$ cat config.mk
export PLATFORM = sky130hd
export DESIGN_NAME = mem_panel_ctrl
export DESIGN_NICKNAME = d
export VERILOG_FILES = /design/src/rtl/mem_panel_ctrl.sv
export SDC_FILE = /design/constraint.sdc
export NUM_CORES = 1
export LEC_CHECK = 0
export CAP_MARGIN = 10
export CORE_MARGIN = 2
export CORE_UTILIZATION = 45
export DETAILED_ROUTE_END_ITERATION = 12
export PLACE_DENSITY = 0.68
export SLEW_MARGIN = 0
export SYNTH_ARGS = -nofsm -noshare
export SYNTH_HDL_FRONTEND = slang
export SYNTH_SLANG_ARGS = --single-unit
$ cat constraint.sdc
create_clock -name clk_i -period 3 [get_ports clk_i]
set_input_delay 0.6 -clock clk_i [delete_from_list [all_inputs] [get_ports clk_i]]
set_output_delay 0.6 -clock clk_i [all_outputs]
set_load 0.005 [all_outputs]
$ cat src/rtl/mem_panel_ctrl.sv
// Front-panel controller for a single-port synchronous RAM: debounced one-shot
// buttons drive address/write commands, and the word at the address is latched for display.
module mem_panel_ctrl #(
    parameter int ADDR_W     = 10,
    parameter int DATA_W     = 8,
    parameter int DISP_W     = 12,
    parameter int DEBOUNCE_N = 16,
    parameter int RD_LAT     = 1
) (
    input  logic              clk_i,
    input  logic              rst_i,
    input  logic [3:0]        btn_i,
    input  logic [DATA_W-1:0] wdata_i,
    input  logic [DATA_W-1:0] mem_data_i,
    output logic [ADDR_W-1:0] mem_addr_o,
    output logic              mem_we_o,
    output logic [DATA_W-1:0] mem_data_o,
    output logic [DISP_W-1:0] disp_o,
    output logic              busy_o
);

    // state   | meaning
    // IDLE    | waiting for a press pulse
    // WRITE   | one-cycle write strobe at the current address
    // RD_WAIT | waiting RD_LAT cycles for read data
    // CAPTURE | latch read data into the display register
    typedef enum logic [1:0] {IDLE, WRITE, RD_WAIT, CAPTURE} state_t;

    localparam int DB_W  = $clog2(DEBOUNCE_N);
    localparam int WC_W  = (RD_LAT > 1) ? $clog2(RD_LAT) : 1;
    localparam int CAP_W = (DATA_W < DISP_W) ? DATA_W : DISP_W;

    localparam int BTN_INC  = 0;
    localparam int BTN_HOME = 1;
    localparam int BTN_WR   = 2;
    localparam int BTN_DEC  = 3;

    logic [3:0]            sync1_q, sync2_q, level_q, press_q;
    logic [3:0][DB_W-1:0]  dbcnt_q;

    state_t                state_q;
    logic [WC_W-1:0]       wcnt_q;
    logic [ADDR_W-1:0]     addr_q;
    logic                  we_q;
    logic [DATA_W-1:0]     wdat_q;
    logic [DISP_W-1:0]     disp_q, disp_d;
    logic                  busy_q;

    always_ff @(posedge clk_i or posedge rst_i) begin
        if (rst_i) begin
            sync1_q <= '0;
            sync2_q <= '0;
            level_q <= '0;
            press_q <= '0;
            dbcnt_q <= '0;
        end else begin
            sync1_q <= btn_i;
            sync2_q <= sync1_q;
            for (int i = 0; i < 4; i++) begin
                press_q[i] <= 1'b0;
                // Level must disagree for DEBOUNCE_N consecutive cycles; any agreement restarts.
                if (sync2_q[i] != level_q[i]) begin
                    if (dbcnt_q[i] == DB_W'(DEBOUNCE_N - 1)) begin
                        level_q[i] <= sync2_q[i];
                        press_q[i] <= sync2_q[i];
                        dbcnt_q[i] <= '0;
                    end else begin
                        dbcnt_q[i] <= dbcnt_q[i] + DB_W'(1);
                    end
                end else begin
                    dbcnt_q[i] <= '0;
                end
            end
        end
    end

    always_comb begin
        disp_d = DISP_W'(mem_data_i[CAP_W-1:0]);
    end

    always_ff @(posedge clk_i or posedge rst_i) begin
        if (rst_i) begin
            state_q <= RD_WAIT;
            wcnt_q  <= '0;
            addr_q  <= '0;
            we_q    <= 1'b0;
            wdat_q  <= '0;
            disp_q  <= '0;
            busy_q  <= 1'b1;
        end else begin
            case (state_q)
                IDLE: begin
                    wcnt_q <= '0;
                    if (press_q[BTN_HOME]) begin
                        addr_q  <= '0;
                        state_q <= RD_WAIT;
                        busy_q  <= 1'b1;
                    end else if (press_q[BTN_INC]) begin
                        addr_q  <= addr_q + ADDR_W'(1);
                        state_q <= RD_WAIT;
                        busy_q  <= 1'b1;
                    end else if (press_q[BTN_DEC]) begin
                        addr_q  <= addr_q - ADDR_W'(1);
                        state_q <= RD_WAIT;
                        busy_q  <= 1'b1;
                    end else if (press_q[BTN_WR]) begin
                        wdat_q  <= wdata_i;
                        we_q    <= 1'b1;
                        state_q <= WRITE;
                        busy_q  <= 1'b1;
                    end
                end
                WRITE: begin
                    we_q    <= 1'b0;
                    wcnt_q  <= '0;
                    state_q <= RD_WAIT;
                end
                RD_WAIT: begin
                    if (wcnt_q == WC_W'(RD_LAT - 1)) begin
                        wcnt_q  <= '0;
                        state_q <= CAPTURE;
                    end else begin
                        wcnt_q <= wcnt_q + WC_W'(1);
                    end
                end
                CAPTURE: begin
                    disp_q  <= disp_d;
                    busy_q  <= 1'b0;
                    state_q <= IDLE;
                end
                default: begin
                    we_q    <= 1'b0;
                    busy_q  <= 1'b0;
                    state_q <= IDLE;
                end
            endcase
        end
    end

    assign mem_addr_o = addr_q;
    assign mem_we_o   = we_q;
    assign mem_data_o = wdat_q;
    assign disp_o     = disp_q;
    assign busy_o     = busy_q;

endmodule

Word level (Yosys, flattened, before mapping)
Cells that the tools add are included.
- register bits after elaboration: 63
- input bits: 22
- output and inout port bits: 32
- word-level logic and storage cells: 96
- add/sub/neg operators: 7
- eq/ne operators: 17
- multiplexer cells: 36
- bitwise logic cells: 3
- reductions and logical operators: 15
- operator list (kind ; count):
    two-way mux 4 bit ; 8
    two-way mux 10 bit ; 3
    adder 4 x 1 -> 4 bit, second input constant ; 4
    equality test 4 bit, second input constant ; 4
    two-way mux 1 bit ; 16
    AND reduction 2 bit ; 7
    adder 10 x 1 -> 10 bit, second input constant ; 1
    two-way mux 2 bit ; 5
    inequality test 2 bit, second input constant ; 5
    AND reduction 5 bit ; 2
    subtractor 10 x 1 -> 10 bit, second input constant ; 1
    one-hot mux 2 bit (4 select lines) ; 1
    one-hot mux 1 bit (2 select lines) ; 3
    nonzero test 2 bit ; 3
    inequality test 5 bit, second input constant ; 1
    equality test 2 bit, second input constant ; 2
    inequality test 1 bit ; 4
    inverter 1 bit ; 3
    nonzero test 3 bit ; 1
    equality test 2 x 1 -> 1 bit, second input constant ; 1
    zero test 2 bit ; 1
    OR reduction 2 bit ; 1
    adder 1 bit, second input constant ; 1

Logic depth before layout (Yosys ltp)
Gate-level depths: netlist (run 1).
- depth after elaboration: 5
- depth in mapped cells: 7
- gate-level depth less buffers: 7

Least setup slack after synthesis (run 1)
Ideal clock, no wire load.
- path kind: reg2reg
- from: register press_q[0]
- to: register addr_q[9] (netlist: mem_addr_o[9])
- library setup time: 142 ps
- arrival: 1974 ps
- slack: 884 ps
- cell stages (with the launch flop): 8
- period minus slack after synthesis: 2116 ps
- cells stage by stage: dfrtp_1 -> inv_1 -> ha_1 -> a211o_1 -> a311oi_2 -> a21oi_1 -> o311ai_0 -> o211ai_1
- cells in the longest elaborated chain, start to end: 2
- elaborated cells between the ends (all ways): 4
- RTL lines (item ; line ; RTL):
    start: declaration ; 38 ; logic [3:0] sync1_q, sync2_q, level_q, press_q;
    start signal: indexed assignment ; 65 ; press_q[i] <= sync2_q[i];
    nonzero test 3 bit (no source line) / two-way mux 10 bit (equally long branches) ; - ;
    AND reduction 2 bit (no source line) / two-way mux 10 bit (equally long branches) ; - ;
    end signal: assignment ; 99 ; addr_q <= addr_q + ADDR_W'(1);
    end signal: assignment ; 103 ; addr_q <= addr_q - ADDR_W'(1);
    end: declaration ; 43 ; logic [ADDR_W-1:0] addr_q;
Several ways; a longest one is shown, not always the timed one.
A chain may end at the register's enable or synchronous reset.

Final worst setup path (run 1)
Same ends and word-level chain as after synthesis.

==> out/qor.txt, run 1 <==
PD cells -> 632 nW/µm²
Die footprint -> 6920 µm²
Nets -> 327
Initial antenna violation count -> 0
CTS Buf Count -> 9
Post-route core utilization -> 0.606
Post-CTS Resized -> 0
Placed cells -> 352
Row count -> 28
Main combinational cell family by area after synthesis -> compound AO/OA/AOI/OAI gates
Nature of the critical path endpoint -> register
First-pass GRT wire length -> 8.56 mm
Post-synth EDFFs -> 0
Synth cell types -> 42
Clock-pin slew on the worst setup and hold paths -> 70 ps
Area fraction in compound gates after synthesis -> 0.110
Pin count of the biggest net entering global routing -> 63
CTS Root Cell -> clkbuf_8
Final Setup Violations -> 0
Post-Synth Simple-Gate Area -> 0.105
GRT overflow -> 0
Most frequent cells after synthesis -> dfrtp_1, mux2_2, ha_1
Slew Viols, Final -> 0
# DRC -> 0
1st-pass router iterations -> 4
Total number of yosys warnings -> 0
Cell area after synthesis -> 2820 µm²
Startpoint types -> register
Slew HR -> 0.634
Post-synthesis xor/xnor area fraction -> 0.0434
Synth top area share -> 0.532
RSZ-0062 raised after global routing -> false
Register bit total from synthesis -> 62
Critical path type -> reg2reg
Routed wire length per instance -> 13.5 µm
Clock sinks -> 62
Vias per cell -> 5.14
ANT nets after route -> 0
Fin cells -> 368
Outcome -> complete, no violations
Final min period -> 2350 ps
Postcts setup bufs -> 0
Async S/R FF share, synth -> 1.00
Share of post-route cells with drive strength above 1 -> 0.160
Multiplexer share of the synthesized area -> 0.0837
Most frequent cell after synthesis -> dfrtp_1
Die height -> 83.2 µm
Final Total Pwr -> 2.29 mW
Core Box Area -> 5990 µm²
Slowest stage delay, CP -> 400 ps
Setup TNS -> 0 ps
Leakage power -> 1.63 nW
Fin crit share -> 0.783
CTS tree -> built
Top_reg_cell synth -> dfrtp_1
Post-Synthesis Cells -> 231
H-tree depth -> 3
Area contributors post-synth -> dfrtp_1, mux2_2, ha_1
Register area share after synthesis -> 0.550
Area growth, synth to finish -> 28.5%
Worst path slowest cell -> dfrtp_1
Final GP Congestion -> 0.810
Worst-path fanout max -> 12
Diode count -> 0
Cell taking the most area after synthesis -> dfrtp_1
Synthesized area per cell -> 12.2 µm²
Worst Path Required -> 3200 ps
DP Wirelength -> 3.43 mm
Hold Path Class -> reg2reg
Max-Cap Viols -> 0
Post-synthesis adder-cell area fraction -> 0.0780
Arrival @ worst endpoint -> 2550 ps
Place WS -> 680 ps
Initial core utilization -> 0.471
Count of filler cells inserted in the layout -> 483
# port buffers -> 49
DIE WIDTH -> 83.2 µm
Cell Chain, Critical Path -> inv_1 -> ha_1 -> a211o_1 -> a311oi_2 -> a21oi_1 -> o311ai_0 -> o211ai_1
Final hold vios -> 0
Boundary pin count -> 54
Vias in the first global route -> 1902
Worst VDD drop -> 0.000438 V
Hold-fix buffers, CTS -> 0
DRT Wirelength -> 4.96 mm
Worst skew pair latency -> 330 ps
Max Freq -> 0.426 GHz
Vias post-DR -> 1892
GRT Resource Usage Total -> 0.155
Worst slew pin tran -> 548 ps
Initial drt markers -> 100
Worst setup margin -> 651 ps
Clock tree buffer depth -> 2
Final Skew -> 5.25 ps
placed cells by master, fill, tap and decap left out, types with 2 or more instances in the layout:
cell / instances
mux2_2: 21
a21o_1: 3
xor2_1: 3
a31oi_1: 2
clkbuf_8: 11
nor3b_1: 8
a22o_1: 5
clkdlybuf4s50_1: 49
o21ai_0: 6
xnor2_1: 11
nand3_1: 6
and3_2: 2
or3_1: 3
a21oi_1: 14
nand2_1: 11
nor2_1: 11
dfrtp_1: 60
inv_1: 9
nand4b_1: 4
o211ai_1: 2
nand2b_1: 2
bufinv_16: 2
nor2b_1: 5
conb_1: 4
ha_1: 16
dfstp_2: 2
power breakdown:
part	internal [mW]	total (mW)	switching [mW]
clock	0.513	0.839	0.326
sequential	0.948	1.01	0.0602
combinational	0.276	0.446	0.170
total	1.74	2.29	0.557
flip-flops by register name (all words and copies together) (netlist names):
signal,cells
busy_o,1
level_q,4
mem_addr_o,10
sync2_q,4
dbcnt_q,16
press_q,4
disp_o,8
state_q,2
mem_data_o,8
mem_we_o,1
sync1_q,4
metal layers:
layer,track usage,vias up,share of wire
met2,0.239,56,0.45
li1,-,926,-
met1,0.195,902,0.48
met3,0.0417,8,0.057
met5,0,-,0
met4,0.0909,0,0.015
area by class of cell:
class,count,area (µm²),share of cell area
Sequential cell,62,1550,0.428
Clock buffer,11,151,0.0417
Inverter,10,37.5,0.0103
Clock inverter,5,81.3,0.0224
Timing Repair Buffer,50,510,0.141
Tap cell,75,93.8,0.0259
Multi-Input combinational cell,155,1200,0.331
worst paths after layout:
| kind | slack (ps) | to | cells past startpoint | startpoint |
|---|---|---|---|---|
| min reg2reg | 350 | sync2_q[1]$_DFF_PP0_ | 0 | sync1_q[1]$_DFF_PP0_ |
| min in group asynchronous | 640 | dbcnt_q[2]$_DFF_PP0_ | 3 | rst_i |
| min | 350 | sync2_q[1]$_DFF_PP0_ | 0 | sync1_q[1]$_DFF_PP0_ |
| max reg2reg | 650 | mem_addr_o[9]$_DFFE_PP0P_ | 7 | press_q[0]$_DFF_PP0_ |
| max | 650 | mem_addr_o[9]$_DFFE_PP0P_ | 7 | press_q[0]$_DFF_PP0_ |
| max in group asynchronous | 2040 | state_q[1]$_DFFE_PP1P_ | 3 | rst_i |
kinds of logic (layout without fill, tap and decap cells):
logic type / Yosys count / count (layout)
AOI/OAI and AO/OA: 45 / 45
xor gates and xnor gates: 14 / 14
adders and majority gates: 17 / 17
buffers and inverters: 17 / 76
DFF: 62 / 62
muxes: 21 / 21
other: 1 / 4
and+or+nand+nor: 54 / 54
worst max-delay path: cells and delay by family, from the launching register on:
kind,cells,cell delay [ps]
AOI/OAI and AO/OA,5,1110
adders and majority gates,1,380
buffers and inverters,1,320
DFF,1,400
per-stage QoR:
step	cell area [µm²]	hold WS [ps]
2_1_floorplan	2840	331
5_1_grt	3630	353
3_5_place_dp	3400	339
3_3_place_gp	3400	334
4_1_cts	3630	355
6_report	3630	352
No activity file was read; power rests on OpenSTA's default activity.
==> run 2, diff against run 1 <==
Clock period 3 ns to 2.24 ns, I/O delays scaled along.
==> out/qor.txt, run 2 (synthesis results as in run 1) <==
Final GP Congestion -> 0.839 (+3.5%)
Clock-pin slew on the worst setup and hold paths -> 70 ps (about the same)
Worst VDD drop -> 0.000652 V (+49%)
Count of filler cells inserted in the layout -> 482 (-0.21%)
DIE WIDTH -> 83.2 µm (unchanged)
Pin count of the biggest net entering global routing -> 25 (-60%)
CTS Root Cell -> clkbuf_8
CTS Buf Count -> 9 (unchanged)
Final min period -> 2200 ps (-153 ps)
Final Total Pwr -> 2.91 mW (+27%)
CP Depth -> 7 (unchanged)
H-tree depth -> 3 (unchanged)
Max Freq -> 0.455 GHz (+7.0%)
# port buffers -> 49 (unchanged)
Die footprint -> 6920 µm² (unchanged)
Worst skew pair latency -> 330 ps (about the same)
Worst-path fanout max -> 5 (-7)
CTS tree -> built
1st-pass router iterations -> 4 (unchanged)
DP Wirelength -> 3.79 mm (+11%)
Share of post-route cells with drive strength above 1 -> 0.204 (+0.0435)
Initial antenna violation count -> 0 (unchanged)
CP Capture Point -> mem_addr_o[9]$_DFFE_PP0P_
Worst setup margin -> 44.3 ps (-607 ps)
Clock tree buffer depth -> 2 (unchanged)
Place WS -> 23.0 ps (-657 ps)
Slew Viols, Final -> 0 (unchanged)
Initial core utilization -> 0.471 (unchanged)
Hold Path Class -> reg2reg
Slowest stage delay, CP -> 410 ps (about the same)
ANT nets after route -> 0 (unchanged)
Outcome -> complete, no violations
Vias per cell -> 5.30 (+3.2%)
RR Endpoint -> mem_addr_o[9]$_DFFE_PP0P_
Setup TNS -> 0 ps (unchanged)
RSZ-0062 raised after global routing -> true
# DRC -> 0 (unchanged)
Initial drt markers -> 79 (-21%)
Commonest non-fill, non-tap cells in the layout -> dfrtp_1, clkdlybuf4s50_1, mux2_2, ha_1
Leakage power -> 1.67 nW (+2.1%)
Max FFs per register -> 16 (unchanged)
Reg2reg setup slack -> 40 ps (-610 ps)
Worst slew pin tran -> 566 ps (+17.5 ps)
Critical path type -> reg2reg
Slew HR -> 0.621 (-0.0131)
Final hold vios -> 0 (unchanged)
First-pass GRT wire length -> 9.49 mm (+11%)
Routed wire length per instance -> 14.2 µm (+5.4%)
Launch point of the worst reg-to-reg path -> press_q[0]$_DFF_PP0_
Clock sinks -> 62 (unchanged)
Most flop-heavy register -> dbcnt_q
Max-Cap Viols -> 0 (unchanged)
Row count -> 28 (unchanged)
Die height -> 83.2 µm (unchanged)
Delay-heaviest family, CP -> simple AND/OR/NAND/NOR gates
Final Setup Violations -> 0 (unchanged)
Arrival @ worst endpoint -> 2440 ps (-110 ps)
Placed cells -> 360 (+2.3%)
GRT overflow -> 0 (unchanged)
Cell Chain, Critical Path -> clkinvlp_4 -> buf_6 -> ha_1 -> nand4b_1 -> and3_2 -> or3_1 -> o211ai_1
Hold-fix buffers, CTS -> 0 (unchanged)
Critical path buffers and inverters -> 2 (+1)
Startpoint types -> register
PD cells -> 788 nW/µm² (+25%)
Worst path slowest cell -> dfrtp_1
Area growth, synth to finish -> 30.7%
Register area -> 1550 µm² (unchanged)
Core Box Area -> 5990 µm² (unchanged)
Worst Reg-to-Reg Cells -> 7 (unchanged)
CP startpoint -> press_q[0]$_DFF_PP0_
DRT Wirelength -> 5.38 mm (+8.6%)
Nature of the critical path endpoint -> register
Nets -> 338 (+3.4%)
Worst Path Required -> 2490 ps (-710 ps)
Area occupied by multi-input gates -> 1210 µm² (+1.1%)
Boundary pin count -> 54 (unchanged)
Fin cells -> 379 (+3.0%)
Vias in the first global route -> 2054 (+8.0%)
Vias post-DR -> 2010 (+6.2%)
Commonest non-fill, non-tap cell in the layout -> dfrtp_1
Final Skew -> 8.43 ps (+3.18 ps)
GRT Resource Usage Total -> 0.171 (+0.0164)
Fin crit share -> 0.980 (+0.197)
Diode count -> 0 (unchanged)
run 2: cell types whose count changed in the layout (fill, tap and decap cells not counted), sizes merged:
cell | previous run | this run
inv | 10 | 9
clkinvlp | 1 | 2
buf | 1 | 11
clkinv | 2 | 4
bufinv | 2 | 1
run 2: cell type report:
type / count / area share
clock buffer: 11 / 0.0383
clock inverter: 5 / 0.0136
inverter: 10 / 0.0112
multi-input combinational: 155 / 0.329
sequential: 62 / 0.421
tap: 75 / 0.0254
timing repair buffer: 60 / 0.160
timing repair inverter: 1 / 0.00203
run 2: worst register-to-register path: cells and delay by family, from the launching register on:
family                     cells  cell delay [ps]
buffers and inverters          2              360
adders and majority gates      1              380
DFF                            1              410
AOI/OAI and AO/OA              1              150
and+or+nand+nor                3              810
run 2: timing repair:
item | CTS | global route
buffers inserted | 0 | 2
endpoints found under the setup margin | 0 | 4
resized for setup | 0 | 8
run 2: how the worst min path moves through the flow:
stage / start / endpoint / depth (start not counted)
3_5_place_dp: sync1_q[3]$_DFF_PP0_ / sync2_q[3]$_DFF_PP0_ / 0
3_3_place_gp: sync1_q[0]$_DFF_PP0_ / sync2_q[0]$_DFF_PP0_ / 0
5_1_grt: sync1_q[3]$_DFF_PP0_ / sync2_q[3]$_DFF_PP0_ / 0
6_report: sync1_q[3]$_DFF_PP0_ / sync2_q[3]$_DFF_PP0_ / 0
2_1_floorplan: sync1_q[0]$_DFF_PP0_ / sync2_q[0]$_DFF_PP0_ / 0
4_1_cts: sync1_q[3]$_DFF_PP0_ / sync2_q[3]$_DFF_PP0_ / 0
run 2: where the power goes:
part | switching, mW | leakage (nW) | total (mW) | internal, mW
Combinational | 0.232 | 0.771 | 0.603 | 0.372
Clock | 0.415 | 0.103 | 0.952 | 0.537
Sequential | 0.0832 | 0.793 | 1.35 | 1.27
run 2: layer usage:
layer / GRT usage / routed length, µm
met2: 0.249 / 2510
met3: 0.0567 / 364
met4: 0.0805 / 81
met5: 0 / 0
met1: 0.231 / 2430
run 2: metrics by stage:
stage / hold slack, ps / area, µm² / utilization
final: 350 / 3690 / 0.616
after global routing: 364 / 3690 / 0.616
after CTS: 356 / 3650 / 0.609
after detailed placement: 342 / 3460 / 0.577
after global placement: 334 / 3460 / 0.577
after floorplan: 331 / 2840 / -
